## src/rtl/change_dispenser.sv

```systemverilog
// Vending change dispenser: accepts a settled credit, vends when the credit covers PRICE,
// then pays the remainder (or a full refund) greedily in 10c/5c coins through a hopper handshake.
module change_dispenser #(
  parameter int PRICE   = 6,
  parameter int TIMEOUT = 16
) (
  input  logic       clk,
  input  logic       start,
  input  logic       credit_valid,
  input  logic [3:0] credit,
  input  logic       hopper_ack,
  output logic       vend,
  output logic       coin10,
  output logic       coin5,
  output logic       refund,
  output logic       busy,
  output logic       done,
  output logic       jam,
  output logic [2:0] state_dbg
);

  typedef enum logic [2:0] {
    IDLE = 3'd0,
    VEND = 3'd1,
    PAY  = 3'd2,
    GAP  = 3'd3,
    DONE = 3'd4,
    JAM  = 3'd5
  } state_t;

  localparam logic [3:0] PRICE_U   = 4'(PRICE);
  localparam logic [7:0] TIMEOUT_U = 8'(TIMEOUT);

  state_t     state_q, state_d;
  logic [3:0] rem_q, rem_d;
  logic [7:0] wait_q, wait_d;
  logic [7:0] wait_inc;
  logic       refund_q, refund_d;
  logic       vend_q, vend_d;
  logic       coin10_q, coin10_d;
  logic       coin5_q, coin5_d;
  logic       busy_q, busy_d;
  logic       done_q, done_d;
  logic       jam_q, jam_d;

  assign wait_inc = wait_q + 8'd1;

  // Coin handshake: coin10/coin5 is a request held high for the whole PAY stay;
  // the coin counts as ejected on the rising edge where hopper_ack=1 is sampled in PAY.
  always_comb begin
    state_d  = state_q;
    rem_d    = rem_q;
    wait_d   = wait_q;
    refund_d = refund_q;
    case (state_q)
      IDLE: begin
        if (credit_valid) begin
          if (credit == 4'd0) begin
            state_d  = DONE;
            rem_d    = 4'd0;
            refund_d = 1'b0;
          end else if (credit >= PRICE_U) begin
            state_d  = VEND;
            rem_d    = credit - PRICE_U;
            refund_d = 1'b0;
          end else begin
            state_d  = PAY;
            rem_d    = credit;
            refund_d = 1'b1;
            wait_d   = 8'd0;
          end
        end
      end
      VEND: begin
        wait_d  = 8'd0;
        state_d = (rem_q != 4'd0) ? PAY : DONE;
      end
      PAY: begin
        if (hopper_ack) begin
          rem_d   = (rem_q >= 4'd2) ? rem_q - 4'd2 : rem_q - 4'd1;
          state_d = GAP;
        end else begin
          wait_d = wait_inc;
          if (wait_inc == TIMEOUT_U) state_d = JAM;
        end
      end
      GAP: begin
        wait_d  = 8'd0;
        state_d = (rem_q != 4'd0) ? PAY : DONE;
      end
      DONE: state_d = IDLE;
      JAM:  state_d = JAM;
      default: state_d = IDLE;
    endcase
    if (state_d == DONE) refund_d = 1'b0;

    // Outputs are decoded from the next state so they are registered with it.
    vend_d   = (state_d == VEND);
    coin10_d = (state_d == PAY) && (rem_d >= 4'd2);
    coin5_d  = (state_d == PAY) && (rem_d == 4'd1);
    busy_d   = (state_d == VEND) || (state_d == PAY) || (state_d == GAP) || (state_d == JAM);
    done_d   = (state_d == DONE);
    jam_d    = (state_d == JAM);
  end

  always_ff @(posedge clk) begin
    if (start) begin
      state_q  <= IDLE;
      rem_q    <= 4'd0;
      wait_q   <= 8'd0;
      refund_q <= 1'b0;
      vend_q   <= 1'b0;
      coin10_q <= 1'b0;
      coin5_q  <= 1'b0;
      busy_q   <= 1'b0;
      done_q   <= 1'b0;
      jam_q    <= 1'b0;
    end else begin
      state_q  <= state_d;
      rem_q    <= rem_d;
      wait_q   <= wait_d;
      refund_q <= refund_d;
      vend_q   <= vend_d;
      coin10_q <= coin10_d;
      coin5_q  <= coin5_d;
      busy_q   <= busy_d;
      done_q   <= done_d;
      jam_q    <= jam_d;
    end
  end

  assign vend      = vend_q;
  assign coin10    = coin10_q;
  assign coin5     = coin5_q;
  assign refund    = refund_q;
  assign busy      = busy_q;
  assign done      = done_q;
  assign jam       = jam_q;
  assign state_dbg = state_q;

endmodule

```

## config.mk

```make
export PLATFORM = sky130hd
export DESIGN_NAME = change_dispenser
export DESIGN_NICKNAME = d
export VERILOG_FILES = /design/src/rtl/change_dispenser.sv
export SDC_FILE = /design/constraint.sdc
export NUM_CORES = 1
export LEC_CHECK = 0
export BUFFER_PORTS_ARGS = -buffer_cell sky130_fd_sc_hd__clkbuf_2
export CAP_MARGIN = 30
export CORE_MARGIN = 5
export CORE_UTILIZATION = 56
export DETAILED_ROUTE_END_ITERATION = 16
export PLACE_DENSITY = 0.82
export SLEW_MARGIN = 20
export SYNTH_ARGS = -nofsm -noshare
export SYNTH_HDL_FRONTEND = slang
export SYNTH_SLANG_ARGS = --single-unit
```

## constraint.sdc

```tcl
create_clock -name clk -period 2.15 [get_ports clk]
set_clock_uncertainty 0.1 [all_clocks]
set_input_delay 0.1075 -clock clk [delete_from_list [all_inputs] [get_ports clk]]
set_output_delay 0.1075 -clock clk [all_outputs]
set_load 0.02 [all_outputs]
```

==> out/results.tsv, run 1 <==
stage	metric	value	unit
timing	f_max	506	MHz
worst_hold_path	hold path cells	4	
timing	Max-Slew Margin vs Limit	65.6	%
clock_tree	latest clock arrival within the worst-skew pair	0.31	ns
die	die extent in x	57.6	um
die	# IOs	18	
power_and_ir_drop	Net Switching	0.352	mW
worst_setup_path	crit-path cells	or4b_4 > nand3_1 > o211ai_1 > nor4b_2 > and4bb_1	
cells_and_area	most frequent cells in the layout	22 x dfxtp_1, 17 x clkbuf_2, 15 x nor2_1	
drt	via count	1246	
cells_and_area	layout cells sized above 1	17.1	%
power_and_ir_drop	Clk network pwr share	22.8	%
synth	Yosys reg bits	22	
worst_setup_path	Reg2Reg Capture Point	coin5	
worst_hold_path	Hold WC Path Type	in2reg	
timing	pins over their slew limit	0	
run	Max-cap violations	0	
power_and_ir_drop	overall power	1.02	mW
worst_setup_path	Setup CP Type	reg2reg	
synth	top-area cell type share of the netlist area	34.6	%
worst_setup_path	crit path max fanout	13	
cells_and_area	Area Growth Syn to Fin	13.5	%
synth	Mean Syn Cell Area	8.42	sq um
die	die height	57.6	um
timing	fin crit period	1.98	ns
worst_setup_path	CP Launch Type	flip-flop	
worst_setup_path	R2R cell count	5	
synth	Mapped Area	1270	sq um
drt	initial DRC count	34	
die	core area	2190	sq um
place	placed insts	193	
synth	Synth area leaders	dfxtp_1 35%, ha_1 5.9%, nor2_1 4.4%	
worst_setup_path	Critical R2R Launch	state_dbg[1]	
synth	Seq/Total Area, Yosys	34.6	%
timing	unrepaired setup endpoints after global routing	no	
synth	Synth cell types	45	
place	I/O Buffers	17	
power_and_ir_drop	Net Sw Frac	34.4	%
worst_setup_path	Worst Setup SP	state_dbg[1]	
timing	final hold slack	0.142	ns
synth	Syn Inst Count	151	
drt	Remaining DRCs	0	
clock_tree	Setup Buffers After CTS	0	
die	Die ar.	3320	sq um
cells_and_area	antenna cell count	0	
synth	Post-synth EDFFs	0	
power_and_ir_drop	cell internal pwr	0.672	mW
global_route	GR Util All Layers	19.8	%
place	gpl congestion	0.860	
timing	number of setup violations in the final report	0	
die	# rows	17	
worst_setup_path	Worst EP arrival	2.15	ns
worst_setup_path	Worst Setup End Kind	flip-flop	
clock_tree	H-tree levels	1	
power_and_ir_drop	logic gate share of total power	30.5	%
global_route	vias in the first global route	1207	
power_and_ir_drop	pwr/cell area	710	nW/um^2
drt	router iterations before antenna repair	4	
global_route	first-pass GRT wire length	5.24	mm
clock_tree	worst-case clock buffer depth	2	
clock_tree	clock-pin slew on the worst setup and hold paths	0.13	ns
worst_setup_path	slowest stage cell, crit path	or4b_4	
timing	Final Cycle Share	91.9	%
global_route	Congestion Overflow GR	0	
worst_setup_path	reg2reg setup slack	0.17	ns
drt	Via density	6.29	
synth	async set-reset flop share out of synthesis	0	%
timing	Least-Margin Pin Slew	0.515	ns
drt	routed wire length	3.11	mm
timing	total negative slack	0	ns
place	placed wire-length estimate	2.28	mm
drt	wire length per cell	15.7	um
power_and_ir_drop	Pleak	0.601	nW
cells_and_area	Non-Filler Instances	198	
global_route	initial antenna violation count	0	
worst_hold_path	WHS Endpoint	vend	
worst_hold_path	min-delay src	credit_valid	
worst_setup_path	WP buf/inv	0	
drt	Final ANT Viol Nets	0	
worst_setup_path	CP Data Required Time	2.32	ns
timing	final hold violation count	0	
cells_and_area	fin nets	185	
synth	YS warnings	0	
power_and_ir_drop	Peak VDD IR	0.000683	V
synth	Synth Net Count	165	
die	Initial Utilization	58.0	%
worst_setup_path	Worst path top cell family by delay	simple AND/OR/NAND/NOR gates	
cells_and_area	most common cell after layout, fill and taps aside	dfxtp_1	
clock_tree	root buf cell	clkbuf_4	
synth	most used flip-flop cell after synthesis	dfxtp_1	
status	status	finished, final reports clean	
synth	Synth area leader	dfxtp_1	
global_route	largest net degree at the start of global routing	21	
clock_tree	Sink Count	22	
worst_setup_path	max incr delay on CP	0.63	ns
clock_tree	CTS tree	yes	
power_and_ir_drop	sequential power share	46.7	%
clock_tree	CTS buffer count	3	
-- synthesized netlist by cell type (all sizes together), types with 2 or more instances --
library cell  instances
a21o                  3
a21oi                10
a311oi                2
a31oi                 4
and3                  3
buf                   3
clkbuf                4
dfxtp                22
ha                    6
inv                   5
mux2i                 3
nand2                10
nand2b                2
nand3                 6
nand4                 2
nor2                 15
nor2b                 4
nor3                 10
nor4                  4
nor4b                 2
nor4bb                2
o211ai                2
o21ai                 2
o21bai                2
o311a                 4
or3                   2
-- worst reg2reg max path, stage by stage (launching register included) --
cell and delay (ns):
dfxtp_1 0.46, or4b_4 0.63, nand3_1 0.11, o211ai_1 0.12, nor4b_2 0.30, and4bb_1 0.21
-- power by group through the flow --
stage	sequential (mW)	clock, mW	combinational (mW)
floorplan	0.488	0	0.210
global placement	0.482	0	0.293
detailed placement	0.485	0	0.305
CTS	0.476	0.235	0.309
global route	0.484	0.258	0.342
finish	0.478	0.233	0.313
-- logic make-up after synthesis --
logic type / count (synthesis) / share of synthesized area [%]
flip-flops: 22 / 34.6
buffers and inverters: 12 / 4.33
AO/OA/AOI/OAI: 39 / 21.8
adder cells (fa/ha/maj): 6 / 5.91
XOR/XNOR: 1 / 0.689
AND/OR/NAND/NOR: 68 / 30.3
multiplexers: 3 / 2.36
-- sequential cells by signal, indices dropped and copies added (netlist names) --
name       cells
done           1
state_dbg      3
coin10         1
refund         1
coin5          1
rem_q          4
busy           1
wait_q         8
vend           1
jam            1
-- metrics by stage --
step	cell area (sq um)	setup slack [ns]	util [%]
global route	1440	0.00682	65.8
finish	1440	0.174	65.8
floorplan	1270	0.214	-
global placement	1390	0.179	63.2
detailed placement	1390	0.0691	63.2
CTS	1430	0.0426	65.3
-- layer usage --
layer	global-route usage [%]	vias up	routed length, um
li1	-	612	-
met2	33.9	40	1480
met3	5.12	12	178
met1	24.2	582	1360
met4	6.62	0	91
met5	0	-	0
-- worst max-delay path by stage --
stage	slack, ns	cells after the start	endpoint
2_1_floorplan	0.21	6	coin5
3_3_place_gp	0.18	7	coin5
3_5_place_dp	0.07	7	coin5
4_1_cts	0.04	7	coin5
5_1_grt	0.007	5	coin10
6_report	0.17	5	coin5
-- area by class of cell --
type | count | area [sq um]
Fill cell | 198 | 748
Inverter | 5 | 18.8
Multi-Input combinational cell | 117 | 787
Clock buffer | 4 | 36.3
Sequential cell | 22 | 440
Timing Repair Buffer | 22 | 125
Tap cell | 28 | 35.0
-- repair_timing --
item / CTS / global route
hold buffers: 1 / 0
setup endpoints to repair: 0 / 6
hold endpoints to repair: 1 / 0
resized for setup: 0 / 2
Power figures use the tool's default switching activity.
==> inputs of run 2 (changes only) <==
--- a/config.mk
+++ b/config.mk
@@ -5,12 +5,12 @@
 export SDC_FILE = /design/constraint.sdc
 export NUM_CORES = 1
 export LEC_CHECK = 0
-export BUFFER_PORTS_ARGS = -buffer_cell sky130_fd_sc_hd__clkbuf_2
 export CAP_MARGIN = 30
 export CORE_MARGIN = 5
-export CORE_UTILIZATION = 56
+export CORE_UTILIZATION = 60
 export DETAILED_ROUTE_END_ITERATION = 16
-export PLACE_DENSITY = 0.82
+export DONT_BUFFER_PORTS = 1
+export PLACE_DENSITY = 0.81
 export SLEW_MARGIN = 20
 export SYNTH_ARGS = -nofsm -noshare
 export SYNTH_HDL_FRONTEND = slang
==> run 2 against run 1 <==
First-iteration DRC count up 91%. Non-clock buffer count fell by 4. Clock power decreased by 16%. Sequential cell count unchanged.
==> out/results.tsv, run 2 (synthesis gave the netlist of run 1 again) <==
stage	metric	value	unit	change
status	status	finished, final reports clean		unchanged
worst_setup_path	crit path to	coin5		unchanged
clock_tree	Sink Count	22		unchanged
worst_setup_path	reg2reg setup slack	0.02	ns	was 0.17 ns
place	gpl congestion	0.947		was 0.860
timing	fin crit period	2.13	ns	was 1.98 ns
global_route	first-pass GRT wire length	5.51	mm	was 5.24 mm
worst_setup_path	Worst Setup End Kind	flip-flop		unchanged
worst_hold_path	Hold WC Path Type	in2reg		unchanged
cells_and_area	max FFs per register	8		unchanged
cells_and_area	Area Growth Syn to Fin	15.9	%	was 13.5%
global_route	Congestion Overflow GR	0		unchanged
power_and_ir_drop	pwr/cell area	698	nW/um^2	was 710 nW/um^2
worst_setup_path	max incr delay on CP	0.37	ns	was 0.63 ns
cells_and_area	most frequent cells in the layout	20 x dfxtp_1, 15 x nor2_1, 11 x buf_4		was 22 x dfxtp_1, 17 x clkbuf_2, 15 x nor2_1
worst_setup_path	CP Data Required Time	2.30	ns	was 2.32 ns
drt	initial DRC count	65		was 34
drt	Remaining DRCs	0		unchanged
clock_tree	latest clock arrival within the worst-skew pair	0.31	ns	about the same
power_and_ir_drop	Peak VDD IR	0.000523	V	was 0.000683 V
global_route	vias in the first global route	1152		was 1207
die	Initial Utilization	64.1	%	was 58.0%
drt	via count	1302		was 1246
worst_setup_path	Setup CP Type	reg2reg		unchanged
worst_setup_path	crit path max fanout	3		was 13
global_route	initial antenna violation count	0		unchanged
timing	f_max	470	MHz	was 506 MHz
clock_tree	CTS buffer count	3		unchanged
clock_tree	clock-pin slew on the worst setup and hold paths	0.13	ns	about the same
worst_hold_path	min-delay src	hopper_ack		was credit_valid
timing	unrepaired setup endpoints after global routing	yes		was no
worst_setup_path	Worst Setup SP	rem_q[0]		was state_dbg[1]
place	DP Worst Slack	-0.0446	ns	was 0.0691 ns
timing	Final Cycle Share	99.0	%	was 91.9%
cells_and_area	layout cells sized above 1	12.7	%	was 17.1%
timing	number of setup violations in the final report	0		unchanged
power_and_ir_drop	overall power	1.03	mW	was 1.02 mW
timing	PnR worst setup slack	0.0210	ns	was 0.174 ns
timing	Max-Slew Margin vs Limit	50.7	%	was 65.6%
worst_setup_path	Crit path depth	7		was 5
die	Die ar.	3140	sq um	was 3320 sq um
worst_setup_path	CP Launch Type	flip-flop		unchanged
clock_tree	CTS tree	yes		unchanged
place	I/O Buffers	0		was 17
die	die height	56.0	um	was 57.6 um
worst_setup_path	slowest stage cell, crit path	dfxtp_2		was or4b_4
run	Max-cap violations	0		unchanged
die	core area	1980	sq um	was 2190 sq um
cells_and_area	Biggest register	wait_q		unchanged
worst_setup_path	Critical R2R Launch	rem_q[0]		was state_dbg[1]
timing	final hold violation count	0		unchanged
drt	routed wire length	3.56	mm	was 3.11 mm
worst_setup_path	Reg2Reg Capture Point	coin5		unchanged
clock_tree	H-tree levels	1		unchanged
worst_setup_path	Worst EP arrival	2.28	ns	was 2.15 ns
power_and_ir_drop	Pleak	0.583	nW	was 0.601 nW
worst_setup_path	crit-path cells	inv_2 > ha_4 > nor4_4 > mux2i_1 > o211ai_1 > nor4b_2 > and4bb_1		was or4b_4 > nand3_1 > o211ai_1 > nor4b_2 > and4bb_1
die	# IOs	18		unchanged
worst_setup_path	R2R cell count	7		was 5
cells_and_area	most common cell after layout, fill and taps aside	dfxtp_1		unchanged
clock_tree	worst-case clock buffer depth	2		unchanged
die	die extent in x	56.0	um	was 57.6 um
worst_setup_path	WP buf/inv	1		was 0
drt	wire length per cell	18.6	um	was 15.7 um
timing	pins over their slew limit	0		unchanged
cells_and_area	fin nets	181		was 185
drt	Final ANT Viol Nets	0		unchanged
worst_setup_path	Worst path top cell family by delay	simple AND/OR/NAND/NOR gates		unchanged
drt	Via density	6.78		was 6.29
place	placed wire-length estimate	2.24	mm	was 2.28 mm
global_route	largest net degree at the start of global routing	21		unchanged
clock_tree	root buf cell	clkbuf_4		unchanged
global_route	GR Util All Layers	21.9	%	was 19.8%
timing	Least-Margin Pin Slew	0.737	ns	was 0.515 ns
drt	router iterations before antenna repair	4		unchanged
cells_and_area	antenna cell count	0		unchanged
die	# rows	16		was 17
-- run 2: cell count changes in the layout (fill, tap and decap cells not counted), moves of 2 or more --
cell | before | now
dfxtp_1 | 22 | 20
buf_4 | 4 | 11
clkbuf_2 | 17 | 0
dlygate4sd3_1 | 1 | 7
dfxtp_2 | 0 | 2
-- run 2: worst min-delay path by stage --
stage	slack [ns]	depth (start not counted)	endpoint
5_1_grt	0.03	3	coin10
6_report	0.01	3	done
2_1_floorplan	0.16	2	rem_q[0]
3_3_place_gp	0.08	1	rem_q[3]
4_1_cts	0.005	3	done
3_5_place_dp	0.08	1	wait_q[7]
-- run 2: routing by layer --
metal	vias up	track usage, %	part of all wire (%)
li1	606	-	-
met1	595	30.1	41
met2	86	33.6	46
met3	15	4.18	8.4
met4	0	8.14	3.6
met5	-	0	0
-- run 2: final cells by class --
cell class	count	area [sq um]
Timing Repair Buffer	18	153
Tap cell	27	33.8
Inverter	5	18.8
Fill cell	151	508
Multi-Input combinational cell	117	803
Clock buffer	3	22.5
Sequential cell	22	443
-- run 2: power by group --
part / switching, mW / internal [mW]
Sequential: 0.0570 / 0.439
Combinational: 0.184 / 0.154
Clock: 0.129 / 0.0655
Total: 0.370 / 0.658
-- run 2: timing repair --
action,4_1_cts,5_1_grt
resized for setup,1,6
endpoints found under the hold margin,22,0
pin swaps,0,4
gates cloned,0,0
setup buffers,0,4
setup endpoints to repair,2,2
hold buffers,7,0
-- run 2: metrics by stage --
stage / util (%) / hold slack, ns / setup TNS (ns) / cells / instance area, sq um
after CTS: 71.7 / 0.00516 / 0 / 188 / 1420
after detailed placement: 66.7 / 0.0848 / -0.0446 / 178 / 1320
after global placement: 66.7 / 0.0823 / 0 / 178 / 1320
after global routing: 74.4 / 0.0297 / -0.228 / 192 / 1470
after floorplan: - / 0.159 / 0 / 151 / 1270
final: 74.4 / 0.0124 / 0 / 192 / 1470
-- run 2: tightest hold or removal path, delay by kind of cell --
family | cells | cell delay (ns)
and+or+nand+nor | 1 | 0.06
AOI/OAI and AO/OA | 2 | 0.22
==> inputs of run 3 (changes only) <==
--- a/config.mk
+++ b/config.mk
@@ -10,7 +10,9 @@
 export CORE_UTILIZATION = 60
 export DETAILED_ROUTE_END_ITERATION = 16
 export DONT_BUFFER_PORTS = 1
+export MAX_ROUTING_LAYER = met4
 export PLACE_DENSITY = 0.81
+export SETUP_SLACK_MARGIN = 0.3
 export SLEW_MARGIN = 20
 export SYNTH_ARGS = -nofsm -noshare
 export SYNTH_HDL_FRONTEND = slang
==> run 3 against run 2 <==
Highest routed layer unchanged. Via count shrank 1.8%. Clock power grew 16%. Worst hold slack gained 0.016 ns. Non-clock buffer count grew 1. Sequential cell count is the same. Design area grew 3.6%. Combinational power is essentially flat.
==> out/results.tsv, run 3 (synthesis gave the netlist of run 1 again) <==
stage	metric	value	unit	change
worst_hold_path	Hold WC Path Type	in2reg		unchanged
cells_and_area	Non-Filler Instances	194		was 192
place	gpl congestion	0.948		was 0.947
cells_and_area	fin nets	182		was 181
worst_setup_path	CP Launch Type	flip-flop		unchanged
global_route	vias in the first global route	1186		was 1152
place	I/O Buffers	0		unchanged
global_route	Congestion Overflow GR	0		unchanged
cells_and_area	layout cells sized above 1	18.0	%	was 12.7%
drt	Remaining DRCs	0		unchanged
cells_and_area	Biggest register	wait_q		unchanged
clock_tree	latest clock arrival within the worst-skew pair	0.30	ns	was 0.31 ns
worst_setup_path	slowest stage cell, crit path	or4b_4		was dfxtp_2
cells_and_area	max FFs per register	8		unchanged
die	# rows	16		unchanged
power_and_ir_drop	Peak VDD IR	0.000480	V	was 0.000523 V
worst_setup_path	WP buf/inv	0		was 1
die	die extent in x	56.0	um	unchanged
timing	Final Cycle Share	90.9	%	was 99.0%
die	# IOs	18		unchanged
worst_setup_path	crit-path cells	or4b_4 > nand3_2 > o211ai_1 > nor4b_2 > and4bb_1		was inv_2 > ha_4 > nor4_4 > mux2i_1 > o211ai_1 > nor4b_2 > and4bb_1
drt	initial DRC count	58		was 65
place	DP Worst Slack	0.146	ns	was -0.0446 ns
clock_tree	clock-pin slew on the worst setup and hold paths	0.12	ns	was 0.13 ns
drt	Via density	6.59		was 6.78
worst_setup_path	Worst path top cell family by delay	simple AND/OR/NAND/NOR gates		unchanged
timing	final hold violation count	0		unchanged
drt	wire length per cell	17.5	um	was 18.6 um
worst_setup_path	max incr delay on CP	0.59	ns	was 0.37 ns
timing	pins over their slew limit	0		unchanged
run	Max-cap violations	0		unchanged
worst_setup_path	CP Data Required Time	2.31	ns	was 2.30 ns
global_route	largest net degree at the start of global routing	21		unchanged
timing	PnR worst setup slack	0.195	ns	was 0.0210 ns
cells_and_area	most common cell after layout, fill and taps aside	dfxtp_1		unchanged
drt	Final ANT Viol Nets	0		unchanged
timing	number of setup violations in the final report	0		unchanged
clock_tree	Sink Count	22		unchanged
global_route	first-pass GRT wire length	5.41	mm	was 5.51 mm
clock_tree	CTS tree	yes		unchanged
clock_tree	H-tree levels	1		unchanged
place	placed insts	175		was 178
timing	f_max	512	MHz	was 470 MHz
clock_tree	worst-case clock buffer depth	2		unchanged
clock_tree	root buf cell	clkbuf_4		unchanged
timing	Least-Margin Pin Slew	0.752	ns	was 0.737 ns
timing	unrepaired setup endpoints after global routing	yes		unchanged
cells_and_area	Area Growth Syn to Fin	20.1	%	was 15.9%
drt	via count	1279		was 1302
drt	router iterations before antenna repair	4		unchanged
drt	routed wire length	3.39	mm	was 3.56 mm
cells_and_area	most frequent cells in the layout	16 x dfxtp_1, 14 x nor2_1, 10 x nand2_1, 10 x nor3_1		was 20 x dfxtp_1, 15 x nor2_1, 11 x buf_4
timing	total negative slack	0	ns	unchanged
clock_tree	CTS buffer count	3		unchanged
power_and_ir_drop	pwr/cell area	701	nW/um^2	was 698 nW/um^2
die	core area	1980	sq um	unchanged
power_and_ir_drop	Pleak	0.594	nW	was 0.583 nW
timing	fin crit period	1.96	ns	was 2.13 ns
die	Initial Utilization	64.1	%	unchanged
worst_setup_path	Worst EP arrival	2.11	ns	was 2.28 ns
place	placed wire-length estimate	2.12	mm	was 2.24 mm
worst_setup_path	Worst Setup End Kind	flip-flop		unchanged
worst_setup_path	Setup CP Type	reg2reg		unchanged
worst_setup_path	crit path max fanout	7		was 3
global_route	GR Util All Layers	21.5	%	was 21.9%
timing	Max-Slew Margin vs Limit	49.7	%	was 50.7%
status	status	finished, final reports clean		unchanged
die	Die ar.	3140	sq um	unchanged
global_route	initial antenna violation count	0		unchanged
cells_and_area	antenna cell count	0		unchanged
die	die height	56.0	um	unchanged
==> run 3: cell count changes in the layout (fill, tap and decap cells not counted), sizes merged <==
cell	change
clkbuf	+1
buf	+1
==> run 3: per-stage QoR <==
| step | hold slack [ns] | util [%] | total power [mW] | cell area [sq um] |
|---|---|---|---|---|
| 3_5_place_dp | 0.0770 | 66.0 | 0.753 | 1310 |
| 6_report | 0.0283 | 77.0 | 1.07 | 1530 |
| 3_3_place_gp | 0.0765 | 66.0 | 0.749 | 1310 |
| 4_1_cts | 0.0163 | 74.9 | 1.04 | 1480 |
| 2_1_floorplan | 0.159 | - | 0.707 | 1290 |
| 5_1_grt | 0.0321 | 77.0 | 1.13 | 1530 |
==> run 3: path summary, 6_finish.rpt <==
kind / endpoint / slack, ns / cells after the start / startpoint
worst max-delay path: coin5 / 0.19 / 5 / state_dbg[1]
worst min-delay path: state_dbg[0] / 0.03 / 3 / hopper_ack
worst max register to register: coin5 / 0.19 / 5 / state_dbg[1]
worst min register to register: wait_q[7] / 0.42 / 1 / wait_q[7]
==> run 3: report_power, final <==
part,total (mW),leakage (nW),switching [mW],internal [mW]
clock network,0.226,0.0210,0.123,0.103
logic,0.338,0.392,0.174,0.165
registers,0.506,0.182,0.0648,0.441
total,1.07,0.594,0.362,0.709
==> run 3: area by class of cell <==
type                    instances  area [sq um]
clock buffers                   4          36.3
fillers                       136           455
inverters                       5          18.8
multi-input cells             117           835
flip-flops and latches         22           453
well taps                      27          33.8
repair buffers                 19           150
==> run 3: worst register-to-register path: cells and delay by family (launching register included) <==
family | cells | cell delay (ns)
AO/OA/AOI/OAI | 1 | 0.12
flip-flops | 1 | 0.42
AND/OR/NAND/NOR | 4 | 1.27
==> run 3: layer usage <==
metal  up-vias  global-route usage (%)  wire length (um)
li1        605                       -                 -
met4         0                    6.78                35
met3         4                    4.64               328
met1       601                    27.7              1410
met5         -                       -                 0
met2        69                    33.6              1620
==> run 3: repair_timing <==
item                                    in CTS  in global routing
endpoints found under the setup margin       7                 14
hold endpoints to repair                    22                  0
gates resized for setup                      9                  8
hold buffers                                 7                  0
pin swaps                                    7                  7
setup buffers                                7                  1
